`src/rtl/seg_mux_scheduler.sv`:
```
// rtl/seg_mux_scheduler.sv - two-digit seven-segment time-share scheduler with blanking and frame shadows
module seg_mux_scheduler #(
  parameter int HOLD_CYCLES  = 2400,
  parameter int BLANK_CYCLES = 16
) (
  input  logic       clk,
  input  logic       reset,
  input  logic [3:0] s0,
  input  logic [3:0] s1,
  input  logic [1:0] en,
  output logic [3:0] s,
  output logic [1:0] an,
  output logic       digit,
  output logic       frame_done
);

  typedef enum logic [1:0] {
    BLANK0 = 2'd0,
    SHOW0  = 2'd1,
    BLANK1 = 2'd2,
    SHOW1  = 2'd3
  } state_t;

  localparam logic [11:0] HOLD_LAST  = 12'(HOLD_CYCLES - 1);
  localparam logic [11:0] BLANK_LAST = 12'(BLANK_CYCLES - 1);

  state_t      state;
  logic [11:0] cnt;
  logic [3:0]  sh0;
  logic [3:0]  sh1;
  logic        dwell_last;

  // state[0] marks the SHOW states, state[1] the digit being served
  assign dwell_last = state[0] ? (cnt == HOLD_LAST) : (cnt == BLANK_LAST);

  always_ff @(posedge clk or posedge reset) begin
    if (reset) begin
      state      <= BLANK0;
      cnt        <= 12'd0;
      sh0        <= 4'h0;
      sh1        <= 4'h0;
      frame_done <= 1'b0;
    end else begin
      frame_done <= 1'b0;
      if (dwell_last) begin
        cnt <= 12'd0;
        case (state)
          BLANK0: state <= SHOW0;
          SHOW0:  state <= BLANK1;
          BLANK1: state <= SHOW1;
          SHOW1: begin
            state      <= BLANK0;
            sh0        <= s0;
            sh1        <= s1;
            frame_done <= 1'b1;
          end
        endcase
      end else begin
        cnt <= cnt + 12'd1;
      end
    end
  end

  // Decoded straight from state so the decoder nibble only moves as a blank begins
  assign digit = state[1];
  assign s     = state[1] ? sh1 : sh0;

  always_comb begin
    an = 2'b11;
    if (state == SHOW0) an[0] = ~en[0];
    if (state == SHOW1) an[1] = ~en[1];
  end

endmodule

```
`config.mk`:
```
export PLATFORM = sky130hd
export DESIGN_NAME = seg_mux_scheduler
export DESIGN_NICKNAME = d
export VERILOG_FILES = /design/src/rtl/seg_mux_scheduler.sv
export SDC_FILE = /design/constraint.sdc
export NUM_CORES = 1
export LEC_CHECK = 0
export BUFFER_PORTS_ARGS = -buffer_cell sky130_fd_sc_hd__buf_2
export CAP_MARGIN = 40
export CORE_MARGIN = 4
export CORE_UTILIZATION = 45
export CTS_CLUSTER_SIZE = 14
export DETAILED_ROUTE_END_ITERATION = 6
export PLACE_DENSITY = 0.67
export RECOVER_POWER = 25
export SYNTH_ARGS = -nofsm -noshare
export SYNTH_HDL_FRONTEND = slang
export SYNTH_SLANG_ARGS = --single-unit
```
`constraint.sdc`:
```
create_clock -name clk -period 4.65 [get_ports clk]
set_input_delay 0.6975 -clock clk [delete_from_list [all_inputs] [get_ports clk]]
set_output_delay 0.6975 -clock clk [all_outputs]
set_load 0.01 [all_outputs]
```
# --- Yosys cells after proc, flatten, opt, wreduce, memory -nomap -nowiden ---
# Index checks and enable logic that the tools add are counted.
totals:
  regBits: 23
  input_bits: 12
  output_inout_bits: 8
  wordCells: 23
op_classes:
  addsub: 1
  n_eq_ne: 5
  n_mux: 8
  bitwise_logic: 2
  reduce_logical: 2
op_table:
  columns: ["cell", "n"]
  rows:
  - ["$add A12 B1 Y12 const B", 1]
  - ["$eq A12 B12 Y1 const B", 1]
  - ["$eq A12 B4 Y1 const B", 1]
  - ["$mux W12", 1]
  - ["$pmux W2 S4", 1]
  - ["$mux W1", 5]
  - ["$eq A2 B2 Y1 const B", 2]
  - ["$mux W4", 1]
  - ["$eq A2 B1 Y1 const B", 1]
  - ["$logic_not A2 Y1", 1]
  - ["$not A1 Y1", 2]
  - ["$reduce_and A2 Y1", 1]

# --- Logic depth before layout (Yosys ltp) ---
# Gate-level depths: netlist of run 1.
logic_depth:
  ltp_word: 3
  ltp_mapped: 6
  mapped_depth_nobuf: 5

# --- Worst setup path after synthesis of run 1 ---
# OpenSTA, ideal clock, no wires.
synth_timing:
  kind: "reg-to-reg"
  startpoint: "register cnt[5]"
  endpoint: "register sh0[0]"
  setup_time_ns: 0.125
  t_arrival_ns: 1.715
  t_required_ns: 4.525
  slack_ns: 2.810
  path_stages_with_launch: 5
  path_buffers: 0
  period_less_slack_ns: 1.840
  path_cell_list: "dfrtp_1 or4_4 a211oi_4 nand3_4 mux2_2"
synth_between:
  elab_chain_len: 3
  elab_cells_between_ends: 4
  cone_classes: "eq/ne (2); mux (1); reduce/logical (1)"
synth_rtl:
  columns: ["item", "line", "source"]
  rows:
  - ["from (decl)", "28", "logic [11:0] cnt;"]
  - ["from (signal assigned)", "59", "cnt <= cnt + 12'd1;"]
  - ["$eq A12 B4 Y1 / $eq A12 B12 Y1 (equally long branches)", "34", "assign dwell_last = state[0] ? (cnt == HOLD_LAST) : (cnt == BLANK_LAST);"]
  - ["$mux W1 *", "34", null]
  - ["$reduce_and A2 Y1 (no line) *", null, null]
  - ["to (signal assigned)", "40", "sh0 <= 4'h0;"]
  - ["to (signal assigned)", "53", "sh0 <= s0;"]
  - ["to (decl)", "29", "logic [3:0] sh0;"]
# Every way passes the cells marked *; elsewhere a longest branch is shown, timed or not.
# A chain may end at the register's enable or synchronous reset.

# --- Final worst setup path of run 1 ---
layout_timing:
  startpoint: "register state[1]"
  endpoint: "output port an[0]"
layout_between:
  elab_chain_len: 2
layout_rtl:
  columns: ["item", "line", "source"]
  rows:
  - ["from (decl)", "27", "state_t state;"]
  - ["from (signal assigned)", "38", "state <= BLANK0;"]
  - ["from (signal assigned)", "48", "BLANK0: state <= SHOW0;"]
  - ["from (signal assigned)", "49", "SHOW0: state <= BLANK1;"]
  - ["$eq A2 B1 Y1", "70", "if (state == SHOW0) an[0] = ~en[0];"]
  - ["$mux W1", "70", null]
  - ["to (decl)", "12", "output logic [1:0] an,"]
# Every way passes these cells.

==> impl_metrics.prom, run 1 <==
# TYPE chip_impl_metric gauge
chip_impl_info{name="run_status",value="finished clean"} 1
chip_impl_metric{name="post_route_cells_drive_above_1_share",unit=""} 0.351
chip_impl_metric{name="yosysTopAreaCellShare",unit=""} 0.526
chip_impl_metric{name="synthXorXnorAreaFrac",unit=""} 0.0801
chip_impl_metric{name="p_leak",unit="nW"} 0.574
chip_impl_metric{name="tightest_slew",unit="ps"} 987
chip_impl_metric{name="synth_mux_area_frac",unit=""} 0.124
chip_impl_metric{name="postSynthCellCount",unit=""} 91
chip_impl_metric{name="netlist_area",unit="mm^2"} 0.00109
chip_impl_metric{name="placed_cells",unit=""} 138
chip_impl_metric{name="place_congestion",unit=""} 0.747
chip_impl_metric{name="power.clock.fraction",unit=""} 0.284
chip_impl_metric{name="met1_global_route_usage",unit=""} 0.182
chip_impl_info{name="critPathSlowestCell",value="sky130_fd_sc_hd__dfrtp_1"} 1
chip_impl_metric{name="min_period",unit="ps"} 2070
chip_impl_info{name="dominant_combinational_cell_family_by_area_after_synthesis",value="simple AND/OR/NAND/NOR gates"} 1
chip_impl_info{name="globalRoute.busiestLayer",value="met2"} 1
chip_impl_metric{name="synth.yosys.warnings",unit=""} 0
chip_impl_metric{name="yosys.area_share.simple",unit=""} 0.145
chip_impl_metric{name="portBuffers",unit=""} 19
chip_impl_info{name="layout_common_cells",value="23 x sky130_fd_sc_hd__dfrtp_1, 19 x sky130_fd_sc_hd__buf_2, 12 x sky130_fd_sc_hd__mux2_2"} 1
chip_impl_metric{name="groute.usage.overall",unit=""} 0.131
chip_impl_metric{name="critPathMaxStageDelay",unit="ps"} 560
chip_impl_metric{name="finalNonFillerCells",unit=""} 142
chip_impl_metric{name="p_switching",unit="uW"} 65.4
chip_impl_info{name="most_frequent_standard_cell_in_the_layout_excluding_fill_and_tap_cells",value="sky130_fd_sc_hd__dfrtp_1"} 1
chip_impl_metric{name="boundaryPins",unit=""} 20
chip_impl_metric{name="die-height",unit="um"} 57.3
chip_impl_metric{name="gates_resized_cts_repair",unit=""} 0
chip_impl_metric{name="hold_violations_final",unit=""} 0
chip_impl_metric{name="grt_max_degree",unit=""} 20
chip_impl_info{name="setup.worst_path.class",value="reg2out"} 1
chip_impl_metric{name="post_synth_fa_ha_maj_area_fraction",unit=""} 0.0572
chip_impl_metric{name="fp.dieW",unit="um"} 57.3
chip_impl_metric{name="timing.critical_path.fanout_max",unit=""} 8
chip_impl_metric{name="synthesized_area_fraction_occupied_by_ao_oa_aoi_and_oai_cells",unit=""} 0.0423
chip_impl_metric{name="max_root_sink_buffers",unit=""} 2
chip_impl_metric{name="post_synth.cell_area_avg",unit="um^2"} 12.0
chip_impl_metric{name="p_per_area",unit="mW/mm^2"} 248
chip_impl_info{name="worstSetupStartpointType",value="register"} 1
chip_impl_metric{name="netSwitchingFraction",unit=""} 0.211
chip_impl_metric{name="maxSlewHeadroom",unit=""} 0.342
chip_impl_metric{name="clock-sinks",unit=""} 23
chip_impl_info{name="hold_class",value="in2async"} 1
chip_impl_metric{name="total_power",unit="uW"} 310
chip_impl_metric{name="core_region_area",unit="mm^2"} 0.00225
chip_impl_metric{name="nFillCells",unit=""} 217
chip_impl_metric{name="fin_crit_sh",unit=""} 0.445
chip_impl_info{name="yosys.area.top_type",value="sky130_fd_sc_hd__dfrtp_1"} 1
chip_impl_metric{name="grt-ovfl-total",unit=""} 0
chip_impl_metric{name="clk-insertion-delay-late",unit="ps"} 300
chip_impl_info{name="crit_path_end_kind",value="output pin"} 1
chip_impl_metric{name="finalMaxSlewViolations",unit=""} 0
chip_impl_metric{name="via_count",unit=""} 711
chip_impl_metric{name="maxCapViolations",unit=""} 0
chip_impl_metric{name="synth_seq_area_share",unit=""} 0.526
chip_impl_metric{name="initial_antenna_violation_count",unit=""} 0
chip_impl_metric{name="drt-initial-drc-count",unit=""} 6
chip_impl_metric{name="antenna_violation_net_count_after_detailed_routing",unit=""} 0
chip_impl_metric{name="worst_ep_required_time",unit="ps"} 3950
chip_impl_metric{name="post-route-cell-area",unit="mm^2"} 0.00125
chip_impl_metric{name="initial_core_util",unit=""} 0.485
chip_impl_metric{name="yosys.cell_types.count",unit=""} 23
chip_impl_metric{name="max-vdd-ir-drop",unit="mV"} 0.214
chip_impl_metric{name="critPathArrivalTime",unit="ps"} 1370
chip_impl_metric{name="route.detailed.drc",unit=""} 0
chip_impl_metric{name="vias_in_the_first_global_route",unit=""} 755
chip_impl_metric{name="global_route.usage.met2",unit=""} 0.197
chip_impl_metric{name="clock_skew_after_layout",unit="ps"} 2.22
chip_impl_metric{name="hpwl_dp",unit="um"} 1390
chip_impl_metric{name="route.detailed.vias_per_inst",unit=""} 5.01
chip_impl_metric{name="dpl_cell_area",unit="mm^2"} 0.00125
chip_impl_metric{name="insertedDiodeCount",unit=""} 0
chip_impl_metric{name="internal_power",unit="uW"} 244
chip_impl_metric{name="logic_gate_share_of_total_power",unit=""} 0.054
chip_impl_metric{name="first_pass_grt_wire_length",unit="um"} 3350
chip_impl_metric{name="ctsHoldBuffers",unit=""} 0
chip_impl_info{name="timing.critical_path.cells",value="inv_1, ha_1, nand2_1, buf_2"} 1
chip_impl_metric{name="routed_wirelength",unit="um"} 1780
chip_impl_info{name="rsz0062_at_grt",value="false"} 1
chip_impl_metric{name="number_of_rows_in_the_core_area",unit=""} 17
chip_impl_metric{name="postCtsSetupBuffers",unit=""} 0
chip_impl_metric{name="groute.layer.met3.usage",unit=""} 0.0271
chip_impl_metric{name="num-nets-final",unit=""} 132
chip_impl_metric{name="fp.dieArea",unit="mm^2"} 0.00328
chip_impl_metric{name="routedWlPerCell",unit="um"} 12.6
chip_impl_metric{name="postSynthNetCount",unit=""} 108
chip_impl_info{name="cts-root-buf",value="sky130_fd_sc_hd__clkbuf_4"} 1
chip_impl_metric{name="power.sequential.fraction",unit=""} 0.662
chip_impl_metric{name="cts_buffers",unit=""} 3
chip_impl_metric{name="fmax",unit="MHz"} 484
chip_impl_metric{name="first_pass_iters",unit=""} 4
chip_impl_info{name="cts_tree",value="done"} 1
chip_impl_metric{name="htree_levels",unit=""} 1
chip_impl_info{name="synth.top_cells.by_area",value="sky130_fd_sc_hd__dfrtp_1 53%, sky130_fd_sc_hd__mux2_2 12%, sky130_fd_sc_hd__ha_1 5.7%, sky130_fd_sc_hd__xnor2_1 5.6%, sky130_fd_sc_hd__nor2_1 3.4%"} 1
chip_impl_metric{name="synth.ff_latch_count",unit=""} 23
chip_impl_metric{name="setup_viol_count_final",unit=""} 0
chip_impl_metric{name="timing.setup.tns",unit="ps"} 0
chip_impl_metric{name="clock_transition_at_the_registers_of_the_reported_paths",unit="ps"} 120
chip_impl_metric{name="syn_to_final_growth",unit="%"} 14.3
-- final timing paths --
kind                          start  slack, ps  cells after the start       end
min in group clk             cnt[0]        500                      1    cnt[0]
setup reg to reg             cnt[4]       2630                      3    sh0[2]
setup / recovery           state[1]       2580                      4     an[0]
hold / removal                reset        250                      2    cnt[2]
max in group asynchronous     reset       3270                      3  state[1]
hold reg to reg              cnt[0]        500                      1    cnt[0]
-- per-layer routing --
layer  routed length [um]  vias to the layer above
li1                     -                      357
met2                  841                       10
met1                  866                      342
met4                   12                        0
met3                   63                        2
met5                    0                        -
-- synthesized netlist by cell type, drive strengths merged --
library cell  count
nor4              1
or4               1
nand3             6
inv               6
ha                5
nor3              2
nor2             10
xnor2             7
nor2b             1
o41ai             1
a211oi            1
mux2             12
and3              2
and2              1
o21ai             2
dfrtp            23
xor2              3
o211ai            1
buf               1
nand4             2
nand2             3
-- critical path, delay by kind of cell (launching register included) --
| family | cells | cell delay, ps |
|---|---|---|
| adders and majority gates | 1 | 220 |
| buffers and inverters | 2 | 250 |
| DFF | 1 | 560 |
| and+or+nand+nor | 1 | 50 |
-- power groups by stage --
stage | Sequential, mW | Combinational (mW) | Clock [mW]
final | 0.205 | 0.0167 | 0.0879
after global routing | 0.206 | 0.0192 | 0.102
after CTS | 0.205 | 0.0199 | 0.0926
after detailed placement | 0.209 | 0.0199 | 0
after global placement | 0.209 | 0.0166 | 0
after floorplan | 0.208 | 0.00923 | 0
-- logic make-up after synthesis --
family                     Yosys count
and+or+nand+nor                     29
AOI/OAI and AO/OA                    5
muxes                               12
buffers and inverters                7
DFF                                 23
xor gates and xnor gates            10
adders and majority gates            5
-- cell type report --
type / count / area (um^2) / area share
Clock buffer: 3 / 22.5 / 0.0180
Clock inverter: 1 / 5.00 / 0.00400
Inverter: 6 / 22.5 / 0.0180
Multi-Input combinational cell: 61 / 490 / 0.392
Sequential cell: 23 / 576 / 0.460
Tap cell: 28 / 35.0 / 0.0280
Timing Repair Buffer: 20 / 98.8 / 0.0791
-- registers in the layout, indices dropped and copies added, names as in the netlist --
register	cells
state	2
frame_done	1
cnt	12
sh0	4
sh1	4
-- stage by stage --
stage	util	hold slack (ps)	setup slack, ps
2_1_floorplan	-	454	2810
3_3_place_gp	0.541	476	2710
3_5_place_dp	0.553	488	2650
4_1_cts	0.565	283	2560
5_1_grt	0.554	233	2470
6_report	0.554	251	2580
(Power assumes the default switching activity.)
==> inputs of run 2 (changes only) <==
--- a/config.mk
+++ b/config.mk
@@ -11,7 +11,7 @@
 export CORE_UTILIZATION = 45
 export CTS_CLUSTER_SIZE = 14
 export DETAILED_ROUTE_END_ITERATION = 6
-export PLACE_DENSITY = 0.67
+export PLACE_DENSITY = 0.69
 export RECOVER_POWER = 25
 export SYNTH_ARGS = -nofsm -noshare
 export SYNTH_HDL_FRONTEND = slang
==> constraint.sdc (replaced) <==
create_clock -name clk -period 1.9 [get_ports clk]
set_input_delay 0.285 -clock clk [delete_from_list [all_inputs] [get_ports clk]]
set_output_delay 0.285 -clock clk [all_outputs]
set_load 0.01 [all_outputs]
==> impl_metrics.prom, run 2 (synthesis gave the netlist of run 1 again) <==
# TYPE chip_impl_metric gauge
chip_impl_info{name="run_status",value="finished clean"} 1
chip_impl_metric{name="cts_buffers",unit=""} 3
chip_impl_metric{name="global_route.usage.met2",unit=""} 0.233
chip_impl_metric{name="clock-sinks",unit=""} 23
chip_impl_metric{name="met1_global_route_usage",unit=""} 0.160
chip_impl_metric{name="fmax",unit="MHz"} 562
chip_impl_metric{name="p_leak",unit="nW"} 0.596
chip_impl_metric{name="finalMaxSlewViolations",unit=""} 0
chip_impl_metric{name="boundaryPins",unit=""} 20
chip_impl_metric{name="die-height",unit="um"} 57.3
chip_impl_metric{name="grt_max_degree",unit=""} 24
chip_impl_metric{name="timing.setup.tns",unit="ps"} 0
chip_impl_metric{name="insertedDiodeCount",unit=""} 0
chip_impl_metric{name="critPathMaxStageDelay",unit="ps"} 530
chip_impl_info{name="worstHoldStart",value="s1[2]"} 1
chip_impl_info{name="crit_path_end_kind",value="register"} 1
chip_impl_metric{name="hold_violations_final",unit=""} 0
chip_impl_metric{name="first_pass_iters",unit=""} 4
chip_impl_info{name="most_frequent_standard_cell_in_the_layout_excluding_fill_and_tap_cells",value="sky130_fd_sc_hd__dfrtp_1"} 1
chip_impl_metric{name="total_power",unit="uW"} 770
chip_impl_metric{name="maxCapViolations",unit=""} 0
chip_impl_metric{name="num-nets-final",unit=""} 137
chip_impl_metric{name="via_count",unit=""} 738
chip_impl_info{name="setup.worst_path.class",value="reg2reg"} 1
chip_impl_info{name="globalRoute.busiestLayer",value="met2"} 1
chip_impl_metric{name="routedWlPerCell",unit="um"} 13.5
chip_impl_metric{name="syn_to_final_growth",unit="%"} 18.0
chip_impl_info{name="registers_with_the_most_flip_flops",value="cnt: 12 flops, sh0: 4 flops, sh1: 4 flops"} 1
chip_impl_metric{name="vias_in_the_first_global_route",unit=""} 769
chip_impl_metric{name="hold_depth",unit=""} 2
chip_impl_metric{name="portBuffers",unit=""} 19
chip_impl_info{name="layout_common_cells",value="23 x sky130_fd_sc_hd__dfrtp_1, 19 x sky130_fd_sc_hd__buf_2, 12 x sky130_fd_sc_hd__mux2_2"} 1
chip_impl_metric{name="initial_core_util",unit=""} 0.485
chip_impl_info{name="timing.critical_path.from",value="cnt[7]"} 1
chip_impl_info{name="max_flop_register",value="cnt"} 1
chip_impl_metric{name="post_route_cells_drive_above_1_share",unit=""} 0.370
chip_impl_info{name="cts_tree",value="done"} 1
chip_impl_info{name="worstSetupStartpointType",value="register"} 1
chip_impl_metric{name="clk-insertion-delay-late",unit="ps"} 310
chip_impl_metric{name="worst_ep_required_time",unit="ps"} 2110
chip_impl_metric{name="core_region_area",unit="mm^2"} 0.00225
chip_impl_info{name="cts-root-buf",value="sky130_fd_sc_hd__clkbuf_4"} 1
chip_impl_metric{name="htree_levels",unit=""} 1
chip_impl_metric{name="fin_crit_sh",unit=""} 0.937
chip_impl_metric{name="clock_skew_after_layout",unit="ps"} 3.90
chip_impl_metric{name="hpwl_dp",unit="um"} 1480
chip_impl_metric{name="p_per_area",unit="mW/mm^2"} 597
chip_impl_metric{name="critPathArrivalTime",unit="ps"} 1990
chip_impl_metric{name="clock_transition_at_the_registers_of_the_reported_paths",unit="ps"} 120
chip_impl_info{name="crit-reg2reg-launch",value="cnt[7]"} 1
chip_impl_metric{name="fp.dieW",unit="um"} 57.3
chip_impl_metric{name="gates_resized_cts_repair",unit=""} 0
chip_impl_metric{name="maxSlewHeadroom",unit=""} 0.626
chip_impl_metric{name="max_root_sink_buffers",unit=""} 2
chip_impl_metric{name="initial_antenna_violation_count",unit=""} 0
chip_impl_metric{name="route.detailed.drc",unit=""} 0
chip_impl_metric{name="groute.usage.overall",unit=""} 0.137
chip_impl_metric{name="grt-ovfl-total",unit=""} 0
chip_impl_metric{name="max-vdd-ir-drop",unit="mV"} 0.526
chip_impl_info{name="timing.critical_path.cells",value="or4_4, a211oi_4, nand3_4, mux2_2"} 1
chip_impl_metric{name="first_pass_grt_wire_length",unit="um"} 3390
chip_impl_metric{name="routed_wirelength",unit="um"} 1980
chip_impl_metric{name="number_of_rows_in_the_core_area",unit=""} 17
chip_impl_metric{name="timing.critical_path.fanout_max",unit=""} 8
chip_impl_info{name="rsz0062_at_grt",value="false"} 1
chip_impl_info{name="critPathSlowestCell",value="sky130_fd_sc_hd__or4_4"} 1
chip_impl_metric{name="tightest_slew",unit="ps"} 561
chip_impl_metric{name="worst-r2r-cell-count",unit=""} 4
chip_impl_metric{name="place_congestion",unit=""} 0.755
chip_impl_metric{name="ff2ff_setup_slack",unit="ps"} 120
chip_impl_metric{name="fp.dieArea",unit="mm^2"} 0.00328
chip_impl_metric{name="drt-initial-drc-count",unit=""} 11
chip_impl_metric{name="route.detailed.vias_per_inst",unit=""} 5.02
chip_impl_metric{name="setup_viol_count_final",unit=""} 0
chip_impl_info{name="hold_class",value="in2reg"} 1
chip_impl_metric{name="min_period",unit="ps"} 1780
chip_impl_metric{name="groute.layer.met3.usage",unit=""} 0.0271
chip_impl_metric{name="antenna_violation_net_count_after_detailed_routing",unit=""} 0
chip_impl_metric{name="largest_register_ffs",unit=""} 12
run 2: through the flow:
step / setup WS [ps] / hold slack (ps) / std cells / instance area (um^2) / util
global placement: 108 / 334 / 142 / 1260 / 0.557
floorplan: 60.3 / 287 / 91 / 1090 / -
finish: 119 / 198 / 147 / 1290 / 0.572
CTS: 48.0 / 190 / 147 / 1290 / 0.573
detailed placement: 68.0 / 339 / 142 / 1260 / 0.557
global route: 31.6 / 185 / 147 / 1290 / 0.572
run 2: path summary, 6_finish.rpt:
path	endpoint
max	sh1[1]
min	sh1[2]
max reg2reg	sh1[1]
min reg2reg	cnt[0]
max in group asynchronous	sh0[1]
min in group asynchronous	cnt[2]
run 2: repair_timing:
action / in CTS / in global routing
hold endpoints to repair: 23 / 0
setup buffers: 0 / 0
hold buffers: 1 / 0
endpoints found under the setup margin: 0 / 8
run 2: area by class of cell:
class	instances	area, um^2
tap	28	35.0
clock buffer	4	26.3
sequential	23	576
fill	207	965
inverter	6	22.5
timing repair buffer	25	140
multi-input combinational	61	490
run 2: per-layer routing:
metal,wire length (um),vias to the layer above
met3,80,4
met5,0,-
met4,49,0
met1,849,357
li1,-,364
met2,1000,13
run 2: power by group:
part	switching [mW]	internal, mW	total [mW]
combinational	0.0200	0.0230	0.0430
clock	0.143	0.0821	0.225
sequential	0.00389	0.498	0.502
total	0.167	0.603	0.770
run 2: worst max-delay path, delay by kind of cell (launching register included):
kind / cells / cell delay [ps]
mux: 1 / 300
compound gates: 1 / 240
simple gates: 2 / 700
flops: 1 / 430
==> inputs of run 3 (changes only) <==
--- a/config.mk
+++ b/config.mk
@@ -5,7 +5,7 @@
 export SDC_FILE = /design/constraint.sdc
 export NUM_CORES = 1
 export LEC_CHECK = 0
-export BUFFER_PORTS_ARGS = -buffer_cell sky130_fd_sc_hd__buf_2
+export BUFFER_PORTS_ARGS = -buffer_cell sky130_fd_sc_hd__buf_4
 export CAP_MARGIN = 40
 export CORE_MARGIN = 4
 export CORE_UTILIZATION = 45
==> impl_metrics.prom, run 3 (synthesis gave the netlist of run 1 again) <==
# TYPE chip_impl_metric gauge
chip_impl_info{name="run_status",value="finished clean"} 1
chip_impl_metric{name="route.detailed.drc",unit=""} 0
chip_impl_info{name="critPathSlowestCell",value="sky130_fd_sc_hd__or4_4"} 1
chip_impl_metric{name="core_region_area",unit="mm^2"} 0.00225
chip_impl_info{name="hold_class",value="in2reg"} 1
chip_impl_metric{name="tightest_slew",unit="ps"} 1220
chip_impl_metric{name="met2WireLength",unit="um"} 919
chip_impl_metric{name="critPathArrivalTime",unit="ps"} 2040
chip_impl_metric{name="via_count",unit=""} 729
chip_impl_info{name="crit_path_end_kind",value="register"} 1
chip_impl_metric{name="max_root_sink_buffers",unit=""} 2
chip_impl_info{name="timing.critical_path.cells",value="or4_4, a211oi_4, nand3_4, mux2_2"} 1
chip_impl_metric{name="nFillCells",unit=""} 210
chip_impl_metric{name="max-vdd-ir-drop",unit="mV"} 0.527
chip_impl_metric{name="worst-r2r-cell-count",unit=""} 4
chip_impl_info{name="regToRegEndpoint",value="sh1[1]"} 1
chip_impl_info{name="worstHoldStart",value="s0[1]"} 1
chip_impl_info{name="layout_common_cells",value="23 x sky130_fd_sc_hd__dfrtp_1, 22 x sky130_fd_sc_hd__buf_4, 12 x sky130_fd_sc_hd__mux2_2"} 1
chip_impl_metric{name="boundaryPins",unit=""} 20
chip_impl_metric{name="fmax",unit="MHz"} 545
chip_impl_metric{name="met3RoutedLength",unit="um"} 59
chip_impl_metric{name="fp.dieW",unit="um"} 57.3
chip_impl_metric{name="clock_skew_after_layout",unit="ps"} 6.92
chip_impl_metric{name="first_pass_iters",unit=""} 3
chip_impl_metric{name="hold_depth",unit=""} 2
chip_impl_metric{name="drt-initial-drc-count",unit=""} 6
chip_impl_metric{name="num-nets-final",unit=""} 136
chip_impl_metric{name="place_congestion",unit=""} 0.813
chip_impl_metric{name="fin_crit_sh",unit=""} 0.966
chip_impl_metric{name="largest_register_ffs",unit=""} 12
chip_impl_metric{name="antenna_violation_net_count_after_detailed_routing",unit=""} 0
chip_impl_metric{name="routed_metal_1_wirelength",unit="um"} 811
chip_impl_metric{name="grt_max_degree",unit=""} 24
chip_impl_info{name="worstSetupStartpointType",value="register"} 1
chip_impl_info{name="crit-reg2reg-launch",value="cnt[7]"} 1
chip_impl_info{name="max_flop_register",value="cnt"} 1
chip_impl_metric{name="initial_core_util",unit=""} 0.485
chip_impl_info{name="setup.worst_path.class",value="reg2reg"} 1
chip_impl_metric{name="setup_viol_count_final",unit=""} 0
chip_impl_info{name="registers_with_the_most_flip_flops",value="cnt: 12 flops, sh0: 4 flops, sh1: 4 flops"} 1
chip_impl_metric{name="fp.dieArea",unit="mm^2"} 0.00328
chip_impl_info{name="highest_layer",value="met4"} 1
chip_impl_info{name="critical_path.top_delay_family",value="simple AND/OR/NAND/NOR gates"} 1
chip_impl_metric{name="timing.critical_path.fanout_max",unit=""} 8
chip_impl_metric{name="post_route_cells_drive_above_1_share",unit=""} 0.364
chip_impl_metric{name="clk-insertion-delay-late",unit="ps"} 310
chip_impl_metric{name="routedWlPerCell",unit="um"} 12.6
chip_impl_metric{name="worst_ep_required_time",unit="ps"} 2110
chip_impl_metric{name="hpwl_dp",unit="um"} 1430
chip_impl_metric{name="vias_in_the_first_global_route",unit=""} 825
chip_impl_metric{name="min_period",unit="ps"} 1830
chip_impl_metric{name="cts_buffers",unit=""} 3
chip_impl_metric{name="first_pass_grt_wire_length",unit="um"} 3590
chip_impl_metric{name="finalMaxSlewViolations",unit=""} 0
chip_impl_metric{name="maxSlewHeadroom",unit=""} 0.189
chip_impl_metric{name="path_buf_inv",unit=""} 0
chip_impl_metric{name="hold_violations_final",unit=""} 0
chip_impl_info{name="rsz0062_at_grt",value="false"} 1
chip_impl_metric{name="syn_to_final_growth",unit="%"} 21.3
chip_impl_metric{name="placed_cells",unit=""} 142
chip_impl_metric{name="timing.setup.tns",unit="ps"} 0
chip_impl_info{name="most_frequent_standard_cell_in_the_layout_excluding_fill_and_tap_cells",value="sky130_fd_sc_hd__dfrtp_1"} 1
chip_impl_info{name="cts-root-buf",value="sky130_fd_sc_hd__clkbuf_4"} 1
chip_impl_metric{name="htree_levels",unit=""} 1
chip_impl_metric{name="ff2ff_setup_slack",unit="ps"} 70
chip_impl_metric{name="ctsHoldBuffers",unit=""} 0
chip_impl_metric{name="pre_cts_slack",unit="ps"} 56.3
chip_impl_metric{name="groute.usage.overall",unit=""} 0.142
chip_impl_metric{name="critPathMaxStageDelay",unit="ps"} 530
chip_impl_metric{name="gates_resized_cts_repair",unit=""} 0
chip_impl_info{name="cts_tree",value="done"} 1
chip_impl_metric{name="number_of_rows_in_the_core_area",unit=""} 17
chip_impl_metric{name="maxCapViolations",unit=""} 0
chip_impl_metric{name="clock-sinks",unit=""} 23
chip_impl_metric{name="postCtsSetupBuffers",unit=""} 0
chip_impl_metric{name="clock_transition_at_the_registers_of_the_reported_paths",unit="ps"} 120
chip_impl_metric{name="route.detailed.vias_per_inst",unit=""} 4.99
chip_impl_metric{name="grt-ovfl-total",unit=""} 0
chip_impl_metric{name="die-height",unit="um"} 57.3
chip_impl_metric{name="routed_wirelength",unit="um"} 1840
chip_impl_metric{name="portBuffers",unit=""} 19
chip_impl_metric{name="insertedDiodeCount",unit=""} 0
chip_impl_metric{name="final_critical_path_setup_slack",unit="ps"} 65.1
chip_impl_metric{name="p_leak",unit="nW"} 0.604
chip_impl_metric{name="p_per_area",unit="mW/mm^2"} 584
chip_impl_metric{name="initial_antenna_violation_count",unit=""} 0
chip_impl_metric{name="finalNonFillerCells",unit=""} 146
chip_impl_info{name="min_delay_worst_endpoint",value="sh0[1]"} 1
-- run 3: worst max path at each step --
stage	from	end	slack [ps]	cells after the start
detailed placement	cnt[7]	sh1[1]	60	4
global route	cnt[7]	sh0[3]	4	4
floorplan	cnt[5]	sh0[0]	60	4
CTS	cnt[7]	sh1[1]	40	4
finish	cnt[7]	sh1[1]	70	4
global placement	cnt[7]	sh0[2]	80	4
-- run 3: per-stage QoR --
| stage | instance area [um^2] | total power [mW] | hold slack, ps | utilization |
|---|---|---|---|---|
| final | 1330 | 0.775 | 195 | 0.588 |
| after detailed placement | 1300 | 0.565 | 356 | 0.578 |
| after CTS | 1330 | 0.791 | 0.451 | 0.590 |
| after floorplan | 1090 | 0.533 | 287 | - |
| after global routing | 1330 | 0.825 | 173 | 0.588 |
| after global placement | 1300 | 0.563 | 348 | 0.578 |
-- run 3: layer usage --
metal	vias up	track usage
met4	0	0.0695
met2	11	0.237
li1	361	-
met3	5	0.0204
met1	352	0.181
met5	-	0
-- run 3: worst reg2reg max path: stages (launching register included) --
cell and delay [ps]:
sky130_fd_sc_hd__dfrtp_1 420, sky130_fd_sc_hd__or4_4 530, sky130_fd_sc_hd__a211oi_4 310, sky130_fd_sc_hd__nand3_4 170, sky130_fd_sc_hd__mux2_2 310
-- run 3: area by class of cell --
class                   instances  area [um^2]  share of cell area
flip-flops and latches         23          576               0.434
clock buffers                   4         26.3              0.0198
well taps                      28         35.0              0.0264
multi-input cells              61          490               0.370
repair buffers                 24          176               0.133
inverters                       6         22.5              0.0170
-- run 3: where the power goes --
part	total [mW]	internal (mW)	switching (mW)	leakage, nW
Sequential	0.502	0.498	0.00376	0.288
Combinational	0.0505	0.0304	0.0202	0.301
Clock	0.223	0.0820	0.141	0.0150
